**config.mk**
```make
export PLATFORM = sky130hd
export DESIGN_NAME = aaa_deser
export DESIGN_NICKNAME = d
export VERILOG_FILES = /design/src/rtl/aaa_deser_pkg.sv /design/src/rtl/aaa_deser_fifo.sv /design/src/rtl/aaa_deser.sv
export SDC_FILE = /design/constraint.sdc
export NUM_CORES = 1
export LEC_CHECK = 0
export BUFFER_PORTS_ARGS = -buffer_cell sky130_fd_sc_hd__clkbuf_2
export CAP_MARGIN = 20
export CORE_MARGIN = 5
export CORE_UTILIZATION = 60
export DETAILED_ROUTE_END_ITERATION = 16
export MAX_ROUTING_LAYER = met4
export PLACE_DENSITY = 0.82
export SLEW_MARGIN = 20
export SYNTH_ARGS = -nofsm -noshare
export SYNTH_HDL_FRONTEND = slang
export SYNTH_SLANG_ARGS = --single-unit
```
**constraint.sdc**
```tcl
create_clock -name clk -period 3.35 [get_ports clk]
set_clock_uncertainty 0.05 [all_clocks]
set_input_delay 0.1675 -clock clk [delete_from_list [all_inputs] [get_ports clk]]
set_output_delay 0.1675 -clock clk [all_outputs]
set_load 0.01 [all_outputs]
```
**src/rtl/aaa_deser_pkg.sv**
```systemverilog
// Shared types and sizing helpers for the aaa_deser bit-serial deserializer.
// Frame length depends on the AAA_DESER_PARITY_EN build option (see aaa_deser.sv).
package aaa_deser_pkg;

    typedef enum logic {
        IDLE    = 1'b0,
        COLLECT = 1'b1
    } state_t;

    localparam int FIFO_DEPTH = 2;

    function automatic int frame_len(input int width, input bit par_en);
        return par_en ? width + 1 : width;
    endfunction

endpackage

```
**src/rtl/aaa_deser_fifo.sv**
```systemverilog
// Two-entry word FIFO; a pop in the same cycle as a push while full frees the slot.
// Data storage is left unreset; the output reads zero whenever the FIFO is empty.
module aaa_deser_fifo
    import aaa_deser_pkg::*;
#(
    parameter int WIDTH = 8
) (
    input  logic             clk,
    input  logic             reset_l,
    input  logic             push,
    input  logic             pop,
    input  logic [WIDTH-1:0] din,
    output logic [WIDTH-1:0] dout,
    output logic             full,
    output logic             empty
);

    localparam int PW = $clog2(FIFO_DEPTH);
    localparam int CW = $clog2(FIFO_DEPTH + 1);
    localparam logic [CW-1:0] FULL_CNT = CW'(FIFO_DEPTH);

    logic [WIDTH-1:0] mem [FIFO_DEPTH];
    logic [PW-1:0]    wr_ptr;
    logic [PW-1:0]    rd_ptr;
    logic [CW-1:0]    cnt;
    logic             do_push;
    logic             do_pop;

    assign full    = (cnt == FULL_CNT);
    assign empty   = (cnt == '0);
    assign do_pop  = pop & ~empty;
    assign do_push = push & (~full | do_pop);

    always_ff @(posedge clk or negedge reset_l) begin
        if (!reset_l) begin
            wr_ptr <= '0;
            rd_ptr <= '0;
            cnt    <= '0;
        end else begin
            if (do_push) wr_ptr <= wr_ptr + 1'b1;
            if (do_pop)  rd_ptr <= rd_ptr + 1'b1;
            if (do_push && !do_pop)
                cnt <= cnt + 1'b1;
            else if (do_pop && !do_push)
                cnt <= cnt - 1'b1;
        end
    end

    always_ff @(posedge clk) begin
        if (do_push) mem[wr_ptr] <= din;
    end

    assign dout = empty ? '0 : mem[rd_ptr];

endmodule

```
**src/rtl/aaa_deser.sv**
```systemverilog
// LSB-first serial-to-word deserializer for the bar stage's aaa output, with a 2-word
// output buffer and sticky overflow. Optional trailing even-parity bit: AAA_DESER_PARITY_EN.
module aaa_deser
    import aaa_deser_pkg::*;
#(
    parameter int WIDTH = 8
) (
    input  logic             clk,
    input  logic             reset_l,
    input  logic             aaa,
    input  logic             aaa_vld,
    input  logic             aaa_sof,
    output logic [WIDTH-1:0] word,
    output logic             word_vld,
    input  logic             word_rdy,
    output logic             ovf,
    input  logic             clr_ovf,
    output logic             par_err
);

`ifdef AAA_DESER_PARITY_EN
    localparam bit PAR_EN = 1'b1;
`else
    localparam bit PAR_EN = 1'b0;
`endif

    localparam int FLEN  = frame_len(WIDTH, PAR_EN);
    localparam int CNT_W = $clog2(WIDTH + 2);
    localparam logic [CNT_W-1:0] LAST = CNT_W'(FLEN - 1);

    state_t           state;
    logic [CNT_W-1:0] cnt;
    // The final frame bit is never stored; it is taken straight from aaa at commit.
    logic [FLEN-2:0]  shreg_p0;
    logic [FLEN-1:0]  frame_c;
    logic             last_bit;
    logic             par_ok;
    logic             commit;
    logic             full;
    logic             empty;
    logic             pop;
    logic             drop;

    assign frame_c  = {aaa, shreg_p0};
    assign last_bit = aaa_vld & ~aaa_sof & (state == COLLECT) & (cnt == LAST);
    assign commit   = last_bit & par_ok;
    assign word_vld = ~empty;
    assign pop      = word_vld & word_rdy;
    assign drop     = commit & full & ~pop;

    always_ff @(posedge clk or negedge reset_l) begin
        if (!reset_l) begin
            state <= IDLE;
            cnt   <= '0;
        end else if (aaa_vld) begin
            if (aaa_sof) begin
                state <= COLLECT;
                cnt   <= CNT_W'(1);
            end else if (state == COLLECT) begin
                if (cnt == LAST) begin
                    state <= IDLE;
                    cnt   <= '0;
                end else begin
                    cnt <= cnt + 1'b1;
                end
            end
        end
    end

    // Serial capture stage
    always_ff @(posedge clk) begin
        for (int i = 0; i < FLEN - 1; i++) begin
            if (aaa_vld && (aaa_sof ? (i == 0) : (state == COLLECT && cnt == CNT_W'(i))))
                shreg_p0[i] <= aaa;
        end
    end

    always_ff @(posedge clk or negedge reset_l) begin
        if (!reset_l)
            ovf <= 1'b0;
        else if (drop)
            ovf <= 1'b1;
        else if (clr_ovf)
            ovf <= 1'b0;
    end

`ifdef AAA_DESER_PARITY_EN
    assign par_ok = ~^frame_c;

    always_ff @(posedge clk or negedge reset_l) begin
        if (!reset_l)
            par_err <= 1'b0;
        else
            par_err <= last_bit & ~par_ok;
    end
`else
    assign par_ok  = 1'b1;
    assign par_err = 1'b0;
`endif

    aaa_deser_fifo #(
        .WIDTH (WIDTH)
    ) u_fifo (
        .clk     (clk),
        .reset_l (reset_l),
        .push    (commit),
        .pop     (pop),
        .din     (frame_c[WIDTH-1:0]),
        .dout    (word),
        .full    (full),
        .empty   (empty)
    );

endmodule
```
After elaboration in Yosys (flattened, before gate mapping) --
Memories as Yosys holds them, arrays and structs flattened. Index checks and enable logic that the tools add are counted.
Storage, ports and cells: bits of input ports 7, register bits 17, memory bits (writable) 16, memories kept 1
Memories:
- u_fifo.mem | words 2, width 8, rd ports 1, clocked after memory_dff 0, wr ports 1, RTL line aaa_deser_fifo.sv:22 | logic [WIDTH-1:0] mem [FIFO_DEPTH];
Operators by class: multiplexer cells 20, reductions and logical operators 24, equality and inequality tests 8, bitwise operators 13, add/sub/neg operators 5
Operator list (count):
- equality test 4 x 3 -> 1 bit (second input constant) | 4
- logical AND 1 bit | 16
- two-way mux 1 bit | 14
- two-way mux 4 bit | 3
- bitwise AND 1 bit | 8
- equality test 4 x 2 -> 1 bit (second input constant) | 2
- two-way mux 8 bit | 1
- nonzero test 2 bit | 3
- adder 4 x 1 -> 4 bit (second input constant) | 1
- equality test 4 x 1 -> 1 bit (second input constant) | 1
- logical NOT 4 bit | 1
- two-way mux 2 bit | 2
- NOT 1 bit | 4
- adder 1 bit (second input constant) | 2
- adder 2 x 1 -> 2 bit (second input constant) | 1
- equality test 2 bit (second input constant) | 1
- logical NOT 1 bit | 2
- logical NOT 2 bit | 1
- AND reduction 2 bit | 1
- subtractor 2 x 1 -> 2 bit (second input constant) | 1
- OR 1 bit | 1

Longest topological paths before layout --
depth after elaboration 10, depth in mapped cells 7, gate-level depth less buffers 7

Cells and area by module --
A second synthesis with hierarchy kept.
Second synthesis, totals: cells, all modules 116, area total of the unflattened synthesis 1522.7 µm²
Modules (own cells, without submodules):
- aaa_deser_fifo | cells each 53, seq. area each 580.6 µm², times used 1, area each 815.8 µm²
- aaa_deser | cells each 63, seq. area each 360.3 µm², times used 1, area each 706.9 µm²

Worst setup path after synthesis --
OpenSTA, ideal clock, no wires.
path kind register to register, from reg cnt[0], to mem u_fifo.mem[0][0], enable pin, data arrival time 1.604 ns, cell stages (with the launch flop) 5, data required time 2.927 ns, setup time 0.373 ns, path slack 1.323 ns, clock period less this slack 2.027 ns, path through dfrtp_1 > ha_1 > nand3b_4 > a2111oi_4 > nor2b_1
Between the ends: longest elaborated chain between the ends 5
Ends and longest elaborated chain:
- from (decl) | RTL line aaa_deser.sv:32 | logic [CNT_W-1:0] cnt;
- from (signal assigned) | RTL line aaa_deser.sv:64 | cnt <= cnt + 1'b1;
- equality test 4 x 3 -> 1 bit | RTL line aaa_deser.sv:45 | assign last_bit = aaa_vld & ~aaa_sof & (state == COLLECT) & (cnt == LAST);
- bitwise AND 1 bit | RTL line aaa_deser.sv:45
- bitwise AND 1 bit | RTL line aaa_deser_fifo.sv:32 | assign do_push = push & (~full | do_pop);
- two-way mux 1 bit | RTL line aaa_deser_fifo.sv:50 | if (do_push) mem[wr_ptr] <= din;
- two-way mux 1 bit (not written as such) | RTL line aaa_deser_fifo.sv:50
- to (decl) | RTL line aaa_deser_fifo.sv:22
Every way passes these cells.

Worst setup path after layout --
from reg cnt[0], to mem u_fifo.mem[0][4], enable pin
Same word-level chain as after synthesis.

==> out/qor.csv <==
metric,value,unit
fp.coreArea,2280,sq um
ir_drop,456,uV
fin_crit,2290,ps
slew_headroom,56.2,%
min_path_cells,3,
regToRegSetupSlack,1060,ps
clk_latency,340,ps
fin_crit_sh,68.5,%
avgRoutedWirePerCell,15.4,um
tritoncts.num_buffers,5,
fin_nets,140,
drc,0,
p_per_area,619,nW/um^2
path_clk_slew,90,ps
clock_sinks,33,
cts_setup_buffers,0,
avgSynthCellArea,13.5,sq um
synth_nets,120,
muxShareOfSynthArea,5.48,%
min_path_type,input port to flip-flop,
ant_nets,0,
synthAdderAreaFrac,4.28,%
vias,876,
required,3270,ps
htree_levels,2,
synth.distinct_cells,29,
grt.overflow.total,0,
synth_edf_count,23,
io_pins,18,
io_buffers,16,
grt_util_all_layers,16.8,%
synth_seq_cells,33,
yosysMostFrequentCell,edfxtp_1,
antenna_found_initial,0,
initial_core_util,64.2,%
p_sw,0.000327,W
synth_top_cell_area_share,47.3,%
setup_viol_count_final,0,
synthArstFlopShare,30.3,%
clock.fmax,436,MHz
grt_start_max_net_pins,13,
core.rowCount,17,
yosys.area_share.simple,12.4,%
p_leak,0.687,nW
intPower,0.000673,W
finalWeightedCongestion,0.978,
endpoint_kind,flip-flop,
layout-drive-gt1-share,17.8,%
crit_type,flip-flop to flip-flop,
stdcell_area,1610,sq um
die_area,3520,sq um
yosysSeqAreaShare,64.4,%
totalWireLength,2.42,mm
drv_cap,0,
ys.warnings.count,0,
cpMaxStageDelayCell,nor2b_1,
synthTopCellsByCount,"23 x edfxtp_1, 13 x nor2_1, 10 x dfrtp_1, 8 x mux2i_1, 7 x and2_1",
synth-xor-area-share,3.00,%
outcome,finished clean,
grt_pass1_wl,4.04,mm
hp-start,clr_ovf,
cts_tree,yes,
vias_per_cell,5.58,
mappedNetlistArea,1460,sq um
synth-compound-area-share,7.45,%
synth_largest_area_cell,edfxtp_1,
cts_max_path_buffers,2,
syn_to_final_growth,10.4,%
diodes,0,
synth.area.top_cells,"edfxtp_1 47%, dfrtp_1 17%, mux2i_1 5.5%",
clockRootBuffer,clkbuf_4,
setup_tns,0,ps
die_x,59.4,um
synth_top_family_by_area,simple AND/OR/NAND/NOR gates,
post-dp-hpwl,1.85,mm
firstDrtPassIters,4,
hold_end,ovf$_DFFE_PN0P_,
die_h,59.4,um
swShare,32.7,%
arrival,2210,ps
drtIter0Drc,19,
critical_path.cell_chain,"ha_1, nand3b_4, a2111oi_4, nor2b_1",
tightest_slew,655,ps
post_dp_cell_area,1560,sq um
synth_top_flop_cell,edfxtp_1,
hold_violations,0,
reg2reg_to,u_fifo.mem[0][4]$_DFFE_PP_,
slew_violations,0,
pwr-share-comb,25.5,%
p_seq_share,53.8,%
cp_max_fo,8,
r2r-start,cnt[0]$_DFFE_PN0P_,
grt_pass1_vias,883,
rsz0062_at_grt,no,
synthCells,108,
ff2ff_path_depth,4,
worst_setup_path_start_kind,flip-flop,
pwr-share-clk,20.7,%
critical-path-max-stage-delay,600,ps
power groups by stage:
stage               logic [W]  registers (W)  clock network [W]
floorplan            0.000199       0.000510                  0
finish               0.000255       0.000538           0.000207
global placement     0.000243       0.000542                  0
CTS                  0.000262       0.000539           0.000208
detailed placement   0.000259       0.000548                  0
global route         0.000286       0.000546           0.000226
cell type report:
class | instances | area, sq um
multi-input cells | 66 | 480
clock buffers | 8 | 48.8
fillers | 147 | 662
repair buffers | 17 | 90.1
well taps | 28 | 35.0
flip-flops and latches | 33 | 941
inverters | 5 | 18.8
state kept, by name, summed over array words and instances, names as in the netlist:
| name | count |
|---|---|
| cnt | 4 |
| ovf | 1 |
| shreg_p0 | 7 |
| state | 1 |
| u_fifo.cnt | 2 |
| u_fifo.mem | 16 |
| u_fifo.rd_ptr | 1 |
| u_fifo.wr_ptr | 1 |
stage by stage:
| step | std cells | utilization [%] | setup WS, ps | hold slack (ps) | power (W) |
|---|---|---|---|---|---|
| finish | 157 | 70.9 | 1060 | 62.5 | 0.00100 |
| global route | 157 | 70.9 | 846 | 53.8 | 0.00106 |
| CTS | 157 | 70.9 | 1040 | 65.3 | 0.00101 |
| detailed placement | 148 | 68.3 | 1060 | -3.26 | 0.000807 |
| global placement | 148 | 68.3 | 1170 | -8.66 | 0.000785 |
| floorplan | 108 | - | 1320 | -178 | 0.000710 |
how the worst max path moves through the flow:
stage                       startpoint                          to  cells past startpoint
floorplan           cnt[0]$_DFFE_PN0P_  u_fifo.mem[0][0]$_DFFE_PP_                      4
global placement    cnt[0]$_DFFE_PN0P_  u_fifo.mem[0][1]$_DFFE_PP_                      4
detailed placement  cnt[0]$_DFFE_PN0P_  u_fifo.mem[0][5]$_DFFE_PP_                      4
CTS                 cnt[0]$_DFFE_PN0P_  u_fifo.mem[0][0]$_DFFE_PP_                      4
global route        cnt[0]$_DFFE_PN0P_  u_fifo.mem[0][3]$_DFFE_PP_                      4
finish              cnt[0]$_DFFE_PN0P_  u_fifo.mem[0][4]$_DFFE_PP_                      4
placed cells by master, fill, tap and decap left out, drive strengths merged, types with 2 or more instances in the layout:
cell type / count
nor2: 13
nand2: 4
a31oi: 2
o21ai: 6
dfrtp: 10
nor3: 2
xnor2: 2
clkbuf: 24
and2: 7
edfxtp: 23
inv: 5
xor2: 3
a32o: 2
mux2i: 8
ha: 5
what timing repair did:
action	4_1_cts	5_1_grt
hold buffers	1	0
hold endpoints to repair	10	0
resized for setup	0	0
worst max-delay path, delay by kind of cell, from the launching register on:
family,cells,cell delay (ps)
flip-flops,1,420
adder cells (fa/ha/maj),1,280
AND/OR/NAND/NOR,2,730
AO/OA/AOI/OAI,1,440
cells by family after synthesis:
kind of cell             count (synthesis)
flip-flops                              33
AND/OR/NAND/NOR                         33
AO/OA/AOI/OAI                           14
buffers and inverters                    9
multiplexers                             8
adder cells (fa/ha/maj)                  5
XOR/XNOR                                 5
other                                    1
layer usage:
metal / GRT usage, % / routed length [um] / vias to the layer above
li1: - / - / 427
met1: 16.9 / 909 / 411
met2: 28.4 / 1290 / 28
met3: 7.41 / 145 / 10
met4: 6.80 / 72 / 0
met5: - / 0 / -
No activity file was read; power rests on OpenSTA's default activity.
